==> config.mk <==
export PLATFORM = sky130hd
export DESIGN_NAME = fb_mem_arbiter
export DESIGN_NICKNAME = d
export VERILOG_FILES = /design/src/rtl/fb_mem_arbiter.sv
export SDC_FILE = /design/constraint.sdc
export NUM_CORES = 1
export LEC_CHECK = 0
export BUFFER_PORTS_ARGS = -buffer_cell sky130_fd_sc_hd__buf_4
export CAP_MARGIN = 20
export CORE_AREA = 2 2 182 166
export CTS_BUF_LIST = sky130_fd_sc_hd__clkbuf_2
export DETAILED_ROUTE_END_ITERATION = 6
export DIE_AREA = 0 0 184 168
export SKIP_CTS_REPAIR_TIMING = 1
export SLEW_MARGIN = 10
export SYNTH_ARGS = -nofsm -noshare
export SYNTH_HDL_FRONTEND = slang
export SYNTH_SLANG_ARGS = --single-unit
==> constraint.sdc <==
create_clock -name clk -period 9.31 [get_ports clk]
set_input_delay 2.793 -clock clk [delete_from_list [all_inputs] [get_ports clk]]
set_output_delay 2.793 -clock clk [all_outputs]
set_load 0.1 [all_outputs]
==> src/rtl/fb_mem_arbiter.sv <==
// fb_mem_arbiter: shares the single-port data/frame-buffer RAM between the
// pipeline MEM stage and the camera pixel writer. Camera pixels are queued in
// a small FIFO of {address, pixel} entries; one RAM access is granted per
// cycle and the pipeline is stalled while the camera drains or a load waits.
module fb_mem_arbiter #(
    parameter int AW         = 18,
    parameter int DW         = 32,
    parameter int PW         = 8,
    parameter int FIFO_DEPTH = 4,
    parameter int HIGH_WATER = 3,
    parameter int FB_BASE    = 'h10000,
    parameter int FRAME_PIX  = 'h4B00
) (
    input  logic          clk,
    input  logic          reset,
    input  logic          MemReadM,
    input  logic          MemWriteM,
    input  logic [AW-1:0] ALUOutM,
    input  logic [DW-1:0] WriteDataM,
    output logic [DW-1:0] ReadDataM,
    output logic          StallM,
    input  logic          cam_valid,
    input  logic [PW-1:0] cam_pixel,
    input  logic          cam_frame_start,
    output logic          cam_overflow,
    output logic          frame_done,
    output logic          mem_en,
    output logic          mem_we,
    output logic [AW-1:0] mem_addr,
    output logic [DW-1:0] mem_wdata,
    input  logic [DW-1:0] mem_rdata
);

    localparam int PTRW = (FIFO_DEPTH > 1) ? $clog2(FIFO_DEPTH) : 1;
    localparam int CW   = $clog2(FIFO_DEPTH) + 1;

    localparam logic [AW-1:0] BASE_ADDR = AW'(FB_BASE);
    localparam logic [AW-1:0] LAST_ADDR = AW'(FB_BASE + FRAME_PIX - 1);
    localparam logic [CW-1:0] DEPTH_C   = CW'(FIFO_DEPTH);
    localparam logic [CW-1:0] HIGH_C    = CW'(HIGH_WATER);

    typedef enum logic [0:0] {
        IDLE    = 1'b0,
        RD_WAIT = 1'b1
    } state_t;

    state_t          state_reg, state_next;

    // camera FIFO storage and bookkeeping
    logic [AW-1:0]   fifo_addr_mem [FIFO_DEPTH];
    logic [PW-1:0]   fifo_pix_mem  [FIFO_DEPTH];
    logic [PTRW-1:0] wr_ptr_reg, rd_ptr_reg;
    logic [CW-1:0]   count_reg;
    logic [CW-1:0]   streak_reg;   // consecutive camera grants over a waiting CPU
    logic [AW-1:0]   pix_addr_reg;
    logic            overflow_reg;
    logic            frame_done_reg;
    logic [DW-1:0]   read_data_reg;

    logic            cpu_pend, fifo_empty, fifo_full, starve, cam_win;
    logic            pop, push_ok;
    logic [AW-1:0]   head_addr, entry_addr, entry_next;
    logic [PW-1:0]   head_pix;

    logic            en_c, we_c, stall_c;
    logic [AW-1:0]   addr_c;
    logic [DW-1:0]   wdata_c;

    assign cpu_pend   = MemReadM | MemWriteM;
    assign fifo_empty = (count_reg == '0);
    assign fifo_full  = (count_reg == DEPTH_C);
    assign head_addr  = fifo_addr_mem[rd_ptr_reg];
    assign head_pix   = fifo_pix_mem[rd_ptr_reg];

    // Once the camera has taken FIFO_DEPTH grants in a row over a waiting
    // request, the CPU gets the next slot so it cannot starve.
    assign starve  = cpu_pend & (streak_reg == DEPTH_C);
    assign cam_win = ~fifo_empty & ((count_reg >= HIGH_C) | ~cpu_pend) & ~starve;

    // A full FIFO still accepts a pixel when its head leaves in the same cycle.
    assign push_ok    = cam_valid & (~fifo_full | pop);
    assign entry_addr = cam_frame_start ? BASE_ADDR : pix_addr_reg;
    assign entry_next = (entry_addr == LAST_ADDR) ? BASE_ADDR : entry_addr + AW'(1);

    // Grant selection, next state and RAM port drive for the current cycle
    always_comb begin
        state_next = state_reg;
        pop        = 1'b0;
        en_c       = 1'b0;
        we_c       = 1'b0;
        addr_c     = '0;
        wdata_c    = '0;
        stall_c    = 1'b0;
        case (state_reg)
            IDLE: begin
                if (cam_win) begin
                    pop     = 1'b1;
                    en_c    = 1'b1;
                    we_c    = 1'b1;
                    addr_c  = head_addr;
                    wdata_c = DW'(head_pix);
                    stall_c = cpu_pend;
                end else if (MemReadM) begin
                    en_c       = 1'b1;
                    addr_c     = ALUOutM;
                    stall_c    = 1'b1;
                    state_next = RD_WAIT;
                end else if (MemWriteM) begin
                    en_c    = 1'b1;
                    we_c    = 1'b1;
                    addr_c  = ALUOutM;
                    wdata_c = WriteDataM;
                end
            end
            RD_WAIT: begin
                // read data returns this cycle; the port itself is free for the camera
                state_next = IDLE;
                if (!fifo_empty) begin
                    pop     = 1'b1;
                    en_c    = 1'b1;
                    we_c    = 1'b1;
                    addr_c  = head_addr;
                    wdata_c = DW'(head_pix);
                end
            end
            default: state_next = IDLE;
        endcase
    end

    // RAM port and stall are forced idle for as long as reset is held
    assign mem_en    = en_c & ~reset;
    assign mem_we    = we_c & ~reset;
    assign mem_addr  = reset ? '0 : addr_c;
    assign mem_wdata = reset ? '0 : wdata_c;
    assign StallM    = stall_c & ~reset;

    assign ReadDataM    = read_data_reg;
    assign cam_overflow = overflow_reg;
    assign frame_done   = frame_done_reg;

    // FIFO payload; pointers are reset, contents need not be
    always_ff @(posedge clk) begin
        if (push_ok) begin
            fifo_addr_mem[wr_ptr_reg] <= entry_addr;
            fifo_pix_mem[wr_ptr_reg]  <= cam_pixel;
        end
    end

    // Control state: FSM, FIFO pointers, pixel address, flags and load data
    always_ff @(posedge clk or posedge reset) begin
        if (reset) begin
            state_reg      <= IDLE;
            wr_ptr_reg     <= '0;
            rd_ptr_reg     <= '0;
            count_reg      <= '0;
            streak_reg     <= '0;
            pix_addr_reg   <= BASE_ADDR;
            overflow_reg   <= 1'b0;
            frame_done_reg <= 1'b0;
            read_data_reg  <= '0;
        end else begin
            state_reg <= state_next;
            if (push_ok) begin
                wr_ptr_reg   <= wr_ptr_reg + PTRW'(1);
                pix_addr_reg <= entry_next;
            end
            if (pop) begin
                rd_ptr_reg <= rd_ptr_reg + PTRW'(1);
            end
            count_reg <= count_reg + CW'(push_ok) - CW'(pop);

            if (push_ok && cam_frame_start) begin
                overflow_reg <= 1'b0;
            end else if (cam_valid && !push_ok) begin
                overflow_reg <= 1'b1;
            end

            frame_done_reg <= pop & (head_addr == LAST_ADDR);

            if (state_reg == IDLE && cpu_pend && pop) begin
                streak_reg <= streak_reg + CW'(1);
            end else begin
                streak_reg <= '0;
            end

            if (state_reg == RD_WAIT) begin
                read_data_reg <= mem_rdata;
            end
        end
    end

endmodule

Yosys cells after proc, flatten, opt, wreduce, memory -nomap -nowiden
Memory sizes are Yosys's and may differ from the RTL's.
Index checks and enable logic that the tools add are counted.
- flip-flop bits (word level): 63
- memory bits (writable): 104
- input bits: 96
- output and inout port bits: 87
- logic and storage cells: 80
- memories: 2
- add/subtract/negate cells: 6
- $lt $le $gt $ge: 1
- equality and inequality tests: 4
- muxes and demuxes: 34
- bitwise logic cells: 17
- reduce and logical (&&, ||, !) cells: 7
- memory list (name ; words ; bits a word ; read ports ; clocked after Yosys merged registers in ; write ports ; RTL line ; source):
    fifo_addr_mem ; 4 ; 18 ; 1 ; 0 ; 1 ; 50 ; logic [AW-1:0] fifo_addr_mem [FIFO_DEPTH];
    fifo_pix_mem ; 4 ; 8 ; 1 ; 0 ; 1 ; 51 ; logic [PW-1:0] fifo_pix_mem [FIFO_DEPTH];
- operator list (operator ; number):
    $mux W32 ; 4
    $mux W18 ; 7
    $pmux W32 S2 ; 1
    $eq A18 B17 Y1 const B ; 2
    $pmux W18 S2 ; 1
    $add A18 B1 Y18 const B ; 1
    $mux W1 ; 15
    $and A1 B1 Y1 ; 8
    $mux W8 ; 1
    $pmux W1 S2 ; 4
    $eq A3 B3 Y1 const B ; 2
    $not A1 Y1 ; 6
    $add A2 B1 Y2 const B ; 2
    $logic_and A1 B1 Y1 ; 4
    $add A3 B1 Y3 ; 1
    $add A3 B1 Y3 const B ; 1
    $ge A3 B2 Y1 const B ; 1
    $logic_not A3 Y1 ; 1
    $mux W3 ; 1
    $or A1 B1 Y1 ; 3
    $sub A3 B1 Y3 ; 1
    $reduce_bool A2 Y1 ; 1
    $logic_not A1 Y1 ; 1

Depth between registers and ports, before layout
Gate-level depths: netlist of the first run.
- depth after elaboration: 13
- depth in mapped cells: 13
- mapped depth without buffers: 11

Worst setup path after synthesis of the first run
Ideal clock, no wire load.
- path kind: input to output
- from: in reset
- to: out mem_addr[10]
- arrival: 6206 ps
- required time: 6517 ps
- path slack: 311 ps
- stages on the path: 4
- path buffers: 1
- cells stage by stage: inv_1 > nand2_1 > clkbuf_1 > nor2_1
- word-level cells in the longest chain between the ends: 1
- RTL lines (item ; RTL line ; source):
    start, declared ; 15 ; input logic reset,
    $mux W18 ; 133 ; assign mem_addr = reset ? '0 : addr_c;
    end, declared ; 29 ; output logic [AW-1:0] mem_addr,
Every way passes these cells.

Worst setup path after layout of the first run
- from: in MemReadM
- to: out mem_wdata[2]
- word-level cells in the longest chain between the ends: 8
- elaborated cells between the ends (all ways): 11
- those cells by class: 4 x mux; 7 x bitwise
- RTL lines (item ; RTL line ; source):
    start, declared ; 16 ; input logic MemReadM,
    $or A1 B1 Y1 ; 69 ; assign cpu_pend = MemReadM | MemWriteM;
    $not A1 Y1 ; 78 ; assign cam_win = ~fifo_empty & ((count_reg >= HIGH_C) | ~cpu_pend) & ~starve;
    $or A1 B1 Y1 ; 78 ;
    $and A1 B1 Y1 (2 in series) ; 78 ;
    $mux W32 * ; 96 ; if (cam_win) begin
    $pmux W32 S2 * ; 94 ; case (state_reg)
    $mux W32 * ; 134 ; assign mem_wdata = reset ? '0 : wdata_c;
    end, declared ; 30 ; output logic [DW-1:0] mem_wdata,
Every way passes the cells marked *; elsewhere a longest branch is shown, timed or not.

==> results of run 1 <==
==> cell families after synthesis <==
kind of cell,after synthesis
buf+inv,41
flops,167
simple gates,165
fa+ha+maj,11
mux,60
compound gates,71
xor+xnor,5
==> worst max-delay path by stage <==
stage | from | endpoint | slack, ns | cells after the start
4_1_cts | MemReadM | mem_wdata[2] | 1.73 | 9
3_5_place_dp | MemReadM | mem_wdata[2] | 1.73 | 9
3_3_place_gp | MemReadM | mem_addr[5] | 1.83 | 9
2_1_floorplan | reset | mem_addr[10] | 0.31 | 4
5_1_grt | MemReadM | mem_addr[2] | 1.65 | 9
6_report | MemReadM | mem_wdata[2] | 1.76 | 9
==> cells in the mapped netlist, drive strengths merged (12+ instances only) <==
library cell,count
a21oi,19
a22oi,18
dfrtp,62
mux4,26
buf,21
and2,28
edfxtp,104
inv,12
nor2,33
mux2,33
nor2b,17
nand2,41
==> cell type report <==
cell class / instances / area (sq um)
clock buffers: 17 / 85.1
multi-input cells: 312 / 2550
fillers: 2914 / 19900
clock inverters: 15 / 126
well taps: 372 / 465
repair buffers: 191 / 1430
inverters: 13 / 53.8
flip-flops and latches: 167 / 4700
==> per-layer routing <==
metal  GRT usage (%)  vias to the layer above
li1                -                     2314
met1            14.0                     2417
met2            20.3                      144
met3            2.90                       13
met4            2.82                        0
met5               0                        -
==> through the flow <==
step | worst slack (ns) | hold slack, ns
2_1_floorplan | 0.311 | 0.430
3_3_place_gp | 1.83 | 0.455
3_5_place_dp | 1.73 | 0.464
4_1_cts | 1.73 | 0.496
5_1_grt | 1.65 | 0.509
6_report | 1.76 | 0.487
==> worst max-delay path, cell delays in order <==
cell and delay (ns):
buf_4 0.13, o21bai_1 0.27, a31oi_2 0.05, buf_4 0.23, nor2_2 0.37, buf_4 0.33
nand2_1 0.08, a21oi_1 0.16, buf_4 0.32
==> metrics.txt, run 1 <==
Max Slew Vio Count=0; final non-filler cell total=between 1000 and 1500; worst-skew pair later-pin latency=between 0.7 and 0.8 ns; Synth Cell Area=7460 sq um; Die Area=approximately 31000 sq um; Post-synth ARST share=~38%; Die X=between 150 and 200 um; global route total overflow=0; Ant. Diodes=0; Final GP Congestion=0.721; GRT Total Usage=11.5%; Met2 Routed Length=between 9000 and 10000 um; Vias=about 5000; outcome=finished clean; post-route clock period utilization=between 80 and 90%; Synth cell types=62; commonest non-fill, non-tap cells in the layout=191 x buf_4, 104 x edfxtp_1, 61 x dfrtp_1; Final Core Density=between 30% and 40%; first-pass GRT wire length=27000 um; Clock Tree Buf Depth=2; CTS Root Buffer Type=clkbuf_2; Fmax achieved=133 MHz; Simple-Gate Fraction of Synth Area=approximately an eighth; minimum clock period after layout=between 7 and 8 ns; design area=9420 sq um; unrepaired setup endpoints after global routing=false; top area cells in the synthesized netlist=edfxtp_1 42%, dfrtp_1 21%, mux4_2 7.8%; Total Neg Setup Slack=0 ns; Total Routed Length=around 17000 um; Synth Instances=between 500 and 600; CP Capture Type=output pin; CTS Buf Count=17; Vias per Instance=about 4.5; Hold Fails Final Rpt=0; largest family of logic cells by synthesized area=multiplexers; most common cell after layout, fill and taps aside=buf_4; Post-Syn Nets=around 630; Initial DRC Count=about 300; Top-Level Pins=about 180; # setup viols final=0; 1st-pass router iterations=4; Post-synth EDFFs=104; Arr. time, crit path=between 4 and 5 ns; Post-Synth Adder-Cell Area=between 1.5 and 2%; worst setup path category=primary input to output pin; Slew @ Worst Pin=0.986 ns; Worst Hold End=streak_reg[0]$_DFF_PP0_; area share of the largest cell type after synthesis=between 40% and 50%; Hold Path Stages=1; pin count of the biggest net entering global routing=65; DR DRC count=0; DIE HEIGHT=168 um; Top Layer Used=met4; CTS tree=done; post-synthesis xor/xnor area fraction=less than 1%; r2r startpoint=state_reg$_DFF_PP0_; Top reg by flops=fifo_addr_mem; initial antenna violation count=0; max reg flops=between 70 and 80; dpl cell area=slightly above 9000 sq um; IO buf count=about 180; hold path start=streak_reg[0]$_DFF_PP0_; Nets=approximately 810; Startpoint Class=primary input; Max-cap violations=0; R2R Setup Slk=between 6 and 7 ns; Reg2Reg Depth=11; Synth area leader=edfxtp_1; type of the most critical hold path=flip-flop to flip-flop; post-placement cell count=between 1000 and 1500; clk slew on worst S/H paths=roughly 0.22 ns; Starting Density=~25%; CP required=6.52 ns; compound-gate portion of the synthesized area=6.62%; core outline area=around 29000 sq um; vias in the first global route=4844; Slew headroom=between 30% and 40%; mux share of post-synthesis cell area=~13%; Routed WL per cell=between 15 and 20 um; Avg Cell Area, Syn=between 10 and 15 sq um; share of layout cells above drive strength 1=41.3%; hpwl dp=12500 um; Site Rows=60; Seq cells post-synth=about 170; ANT nets after route=0; Ys Warns=0; RR Endpoint=count_reg[1]$_DFF_PP0_; main flop type after synthesis=edfxtp_1; Syn-to-layout area delta=26.3%; CTS Sinks=roughly 170; sequential share of the synthesized area=between 60% and 70%; Crit Path Max Fanout=22; skew final=around 0.027 ns; WL met3=around 1100 um; M1 WL=7190 um; CTS H-tree depth=4
Power of run 1 is not shown: default switching activity piles up to over one toggle a cycle in this logic, so the estimate is an artifact.
==> run 2, diff against run 1 <==
==> constraint.sdc (replaced) <==
create_clock -name clk -period 7.2 [get_ports clk]
set_input_delay 2.16 -clock clk [delete_from_list [all_inputs] [get_ports clk]]
set_output_delay 2.16 -clock clk [all_outputs]
set_load 0.1 [all_outputs]
==> metrics.txt, run 2 (synthesis results as in run 1) <==
outcome=finished clean; Top-Level Pins=around 180; Fmax achieved=162 MHz; Die X=184 um; Vias=slightly below 5000; GRT Total Usage=a little under an eighth; 1st-pass router iterations=5; CTS H-tree depth=4; post-route clock period utilization=about 86%; worst path cell trace=buf_4, o21bai_1, a31oi_2, nor2_2, buf_4, nand2_1, a21oi_1, buf_4; worst-skew pair later-pin latency=between 0.7 and 0.8 ns; IO buf count=approximately 180; Starting Density=25.5%; Hold Fails Final Rpt=0; clk slew on worst S/H paths=about 0.28 ns; skew final=~0.063 ns; Total Neg Setup Slack=0 ns; most common cell after layout, fill and taps aside=buf_4; Worst Path Buf+Inv=3; Initial DRC Count=316; Vias per Instance=about 4.5; CTS Buf Count=17; first-pass GRT wire length=approximately 28000 um; Slew @ Worst Pin=between 0.9 and 1 ns; top cell family by delay on the critical path=buffers and inverters; Die Area=roughly 31000 sq um; Crit Path Max Fanout=22; initial antenna violation count=1; Max-cap violations=0; CP most frequent cell=buf_4; Critical Path Max Stage Delay=between 0.3 and 0.4 ns; commonest non-fill, non-tap cells in the layout=188 x buf_4, 104 x edfxtp_1, 61 x dfrtp_1; final non-filler cell total=between 1000 and 1500; Worst Slack Setup Final=roughly 1.0 ns; global route total overflow=0; minimum clock period after layout=6.18 ns; Arr. time, crit path=4.02 ns; hpwl dp=12600 um; Startpoint Class=primary input; unrepaired setup endpoints after global routing=false; share of layout cells above drive strength 1=between 40% and 50%; max reg flops=~70; Routed WL per cell=approximately 17 um; Top reg by flops=fifo_addr_mem; Nets=between 800 and 900; Total Routed Length=18100 um; CP max stage cell=nor2_2; DIE HEIGHT=~170 um; CTS Root Buffer Type=clkbuf_2; CTS tree=done; Final GP Congestion=between 0.7 and 0.8; DR DRC count=0; vias in the first global route=between 4000 and 5000; CTS Sinks=about 170; Slew headroom=approximately a third; worst setup path category=primary input to output pin; type of the most critical hold path=flip-flop to flip-flop; pin count of the biggest net entering global routing=39; core outline area=between 20000 and 30000 sq um; Syn-to-layout area delta=27.2%; CP required=about 5.0 ns; Site Rows=60; dpl ws=1.04 ns; Max Slew Vio Count=0; # setup viols final=0; ANT nets after route=0; Clock Tree Buf Depth=2; CP Capture Type=output pin; post-placement cell count=between 1000 and 1500
run 2: cell count changes in the layout (fill, tap and decap cells not counted), sizes merged:
cell      change
buf           -3
inv           +3
clkinvlp      -2
bufinv        -1
diode         +1
run 2: routing by layer:
metal  vias up  global-route usage (%)  routed length [um]  share of wire (%)
met4         0                    3.62                 240                1.3
met3        14                    2.83                1060                5.9
met1      2431                    15.0                7910                 44
met2       162                    19.7                8940                 49
li1       2300                       -                   -                  -
met5         -                       0                   0                  0
run 2: area by class of cell:
type	count	area, sq um
fill	2897	19800
sequential	167	4700
multi-input combinational	312	2560
timing repair buffer	188	1410
tap	372	465
clock inverter	15	206
clock buffer	17	85.1
inverter	13	57.6
antenna	1	2.50
run 2: path summary, 6_finish.rpt:
path	start	end	slack, ns	depth (start not counted)
min in group asynchronous	reset	cam_overflow$_DFFE_PP0P_	1.32	2
max	MemReadM	mem_wdata[1]	1.02	8
max in group asynchronous	reset	ReadDataM[14]$_DFFE_PP0P_	5.18	3
max reg2reg	count_reg[1]$_DFF_PP0_	count_reg[1]$_DFF_PP0_	4.00	11
min reg2reg	streak_reg[0]$_DFF_PP0_	streak_reg[0]$_DFF_PP0_	0.48	1
min	streak_reg[0]$_DFF_PP0_	streak_reg[0]$_DFF_PP0_	0.48	1
run 2: metrics by stage:
step	area, sq um	hold slack [ns]	util, %
global route	9490	0.516	32.4
finish	9490	0.477	32.4
floorplan	7470	0.430	-
CTS	9490	0.484	32.4
global placement	9200	0.457	31.4
detailed placement	9200	0.456	31.4
Power of run 2 is left out for the same reason.
==> run 3, diff against run 2 <==
--- a/config.mk
+++ b/config.mk
@@ -7,10 +7,11 @@
 export LEC_CHECK = 0
 export BUFFER_PORTS_ARGS = -buffer_cell sky130_fd_sc_hd__buf_4
 export CAP_MARGIN = 20
-export CORE_AREA = 2 2 182 166
+export CORE_AREA = 2 2 126 116
 export CTS_BUF_LIST = sky130_fd_sc_hd__clkbuf_2
 export DETAILED_ROUTE_END_ITERATION = 6
-export DIE_AREA = 0 0 184 168
+export DIE_AREA = 0 0 128 118
+export PLACE_DENSITY = 0.81
 export SKIP_CTS_REPAIR_TIMING = 1
 export SLEW_MARGIN = 10
 export SYNTH_ARGS = -nofsm -noshare
==> metrics.txt, run 3 (synthesis results as in run 1) <==
Initial DRC Count=around 480; first-pass GRT wire length=between 20000 and 30000 um; CP max stage cell=buf_4; ANT nets after route=0; clk slew on worst S/H paths=0.22 ns; worst path cell trace=buf_4, o21bai_1, a31oi_2, buf_4, nor2_1, buf_4, nand2_1, a21oi_1, buf_4; Top-Level Pins=between 150 and 200; top cell family by delay on the critical path=buffers and inverters; CP Capture Type=output pin; Clock Tree Buf Depth=2; DIE HEIGHT=around 120 um; outcome=finished clean; Worst Path Buf+Inv=4; CTS tree=done; CTS Root Buffer Type=clkbuf_2; Total Neg Setup Slack=0 ns; Ant. Diodes=0; Critical Path Max Stage Delay=roughly 0.33 ns; commonest non-fill, non-tap cells in the layout=192 x buf_4, 104 x edfxtp_1, 62 x dfrtp_1; Slew @ Worst Pin=just over 0.8 ns; Max-cap violations=0; r2r startpoint=count_reg[1]$_DFF_PP0_; Final GP Congestion=0.868; Starting Density=a little over half; Crit Path Max Fanout=26; Max Slew Vio Count=0; Routed WL per cell=about 19 um; Reg2Reg Depth=11; hpwl dp=12100 um; Hold Path Stages=1; Total Routed Length=16700 um; Vias=a little over 5000; skew final=between 0.015 and 0.02 ns; worst-skew pair later-pin latency=0.67 ns; RR Endpoint=count_reg[2]$_DFF_PP0_; Startpoint Class=primary input; max reg flops=72; GRT Total Usage=between 20% and 30%; share of layout cells above drive strength 1=about 41%; post-route clock period utilization=a little over four fifths; CTS H-tree depth=4; Worst Hold End=streak_reg[0]$_DFF_PP0_; Slew headroom=between 40% and 50%; Die Area=roughly 15000 sq um; Syn-to-layout area delta=23.4%; hold path start=streak_reg[0]$_DFF_PP0_; Site Rows=roughly 40; most common cell after layout, fill and taps aside=buf_4; Fmax achieved=between 150 and 200 MHz; Nets=811; IO buf count=about 180; minimum clock period after layout=just over 6 ns; Arr. time, crit path=3.94 ns; initial antenna violation count=0; DR DRC count=0; unrepaired setup endpoints after global routing=false; CTS Sinks=between 150 and 200; CTS Buf Count=17; type of the most critical hold path=flip-flop to flip-flop; vias in the first global route=~5200; worst setup path category=primary input to output pin; global route total overflow=0; R2R Setup Slk=about 4.3 ns; CP most frequent cell=buf_4; Top reg by flops=fifo_addr_mem; core outline area=13700 sq um; Die X=~130 um; # setup viols final=0; Hold Fails Final Rpt=0; Vias per Instance=just under 6; pin count of the biggest net entering global routing=64; CP required=approximately 5 ns; 1st-pass router iterations=5
==> run 3: changes by cell type in the layout (fill, tap and decap cells not counted), sizes merged <==
cell      change
buf           +5
bufinv        +1
clkinv        +1
clkinvlp      +4
diode         -1
inv           -6
==> run 3: worst reg2reg max path: stages, from the launching register on <==
cell and delay (ns):
dfrtp_1 0.52, ha_1 0.23, or3_1 0.35, a31oi_2 0.17, buf_4 0.27, nor2_1 0.19, ha_1 0.33, inv_1 0.05
ha_1 0.12, inv_1 0.05, fa_1 0.38, xnor2_1 0.14
==> run 3: worst max-delay path by stage <==
stage / cells after the start / from / to
6_report: 9 / MemReadM / mem_wdata[4]
3_3_place_gp: 9 / MemReadM / mem_wdata[4]
2_1_floorplan: 4 / reset / mem_addr[10]
5_1_grt: 9 / MemReadM / mem_wdata[7]
3_5_place_dp: 9 / MemReadM / mem_wdata[4]
4_1_cts: 9 / MemReadM / mem_wdata[5]
==> run 3: area by class of cell <==
type | instances | area, sq um
flip-flops and latches | 167 | 4700
fillers | 980 | 4540
multi-input cells | 312 | 2550
clock buffers | 17 | 85.1
repair buffers | 193 | 1470
clock inverters | 15 | 131
well taps | 172 | 215
inverters | 13 | 57.6
==> run 3: metal layers <==
layer / vias up / routed length [um] / part of all wire [%] / GRT usage [%]
li1: 2314 / - / - / -
met1: 2550 / 6480 / 39 / 28.9
met2: 243 / 8560 / 51 / 39.0
met3: 26 / 1360 / 8.2 / 5.36
met4: 0 / 274 / 1.6 / 7.21
met5: - / 0 / 0 / 0
==> run 3: metrics by stage <==
step	cell area (sq um)	hold WS [ns]	setup WS [ns]	utilization [%]	instances
6_report	9210	0.474	1.10	67.0	889
5_1_grt	9210	0.510	0.983	67.0	889
4_1_cts	9180	0.475	1.14	66.8	888
3_5_place_dp	8970	0.449	1.14	65.2	856
3_3_place_gp	8970	0.446	1.25	65.2	856
2_1_floorplan	7470	0.430	0.287	-	520
Power of run 3 is left out for the same reason.
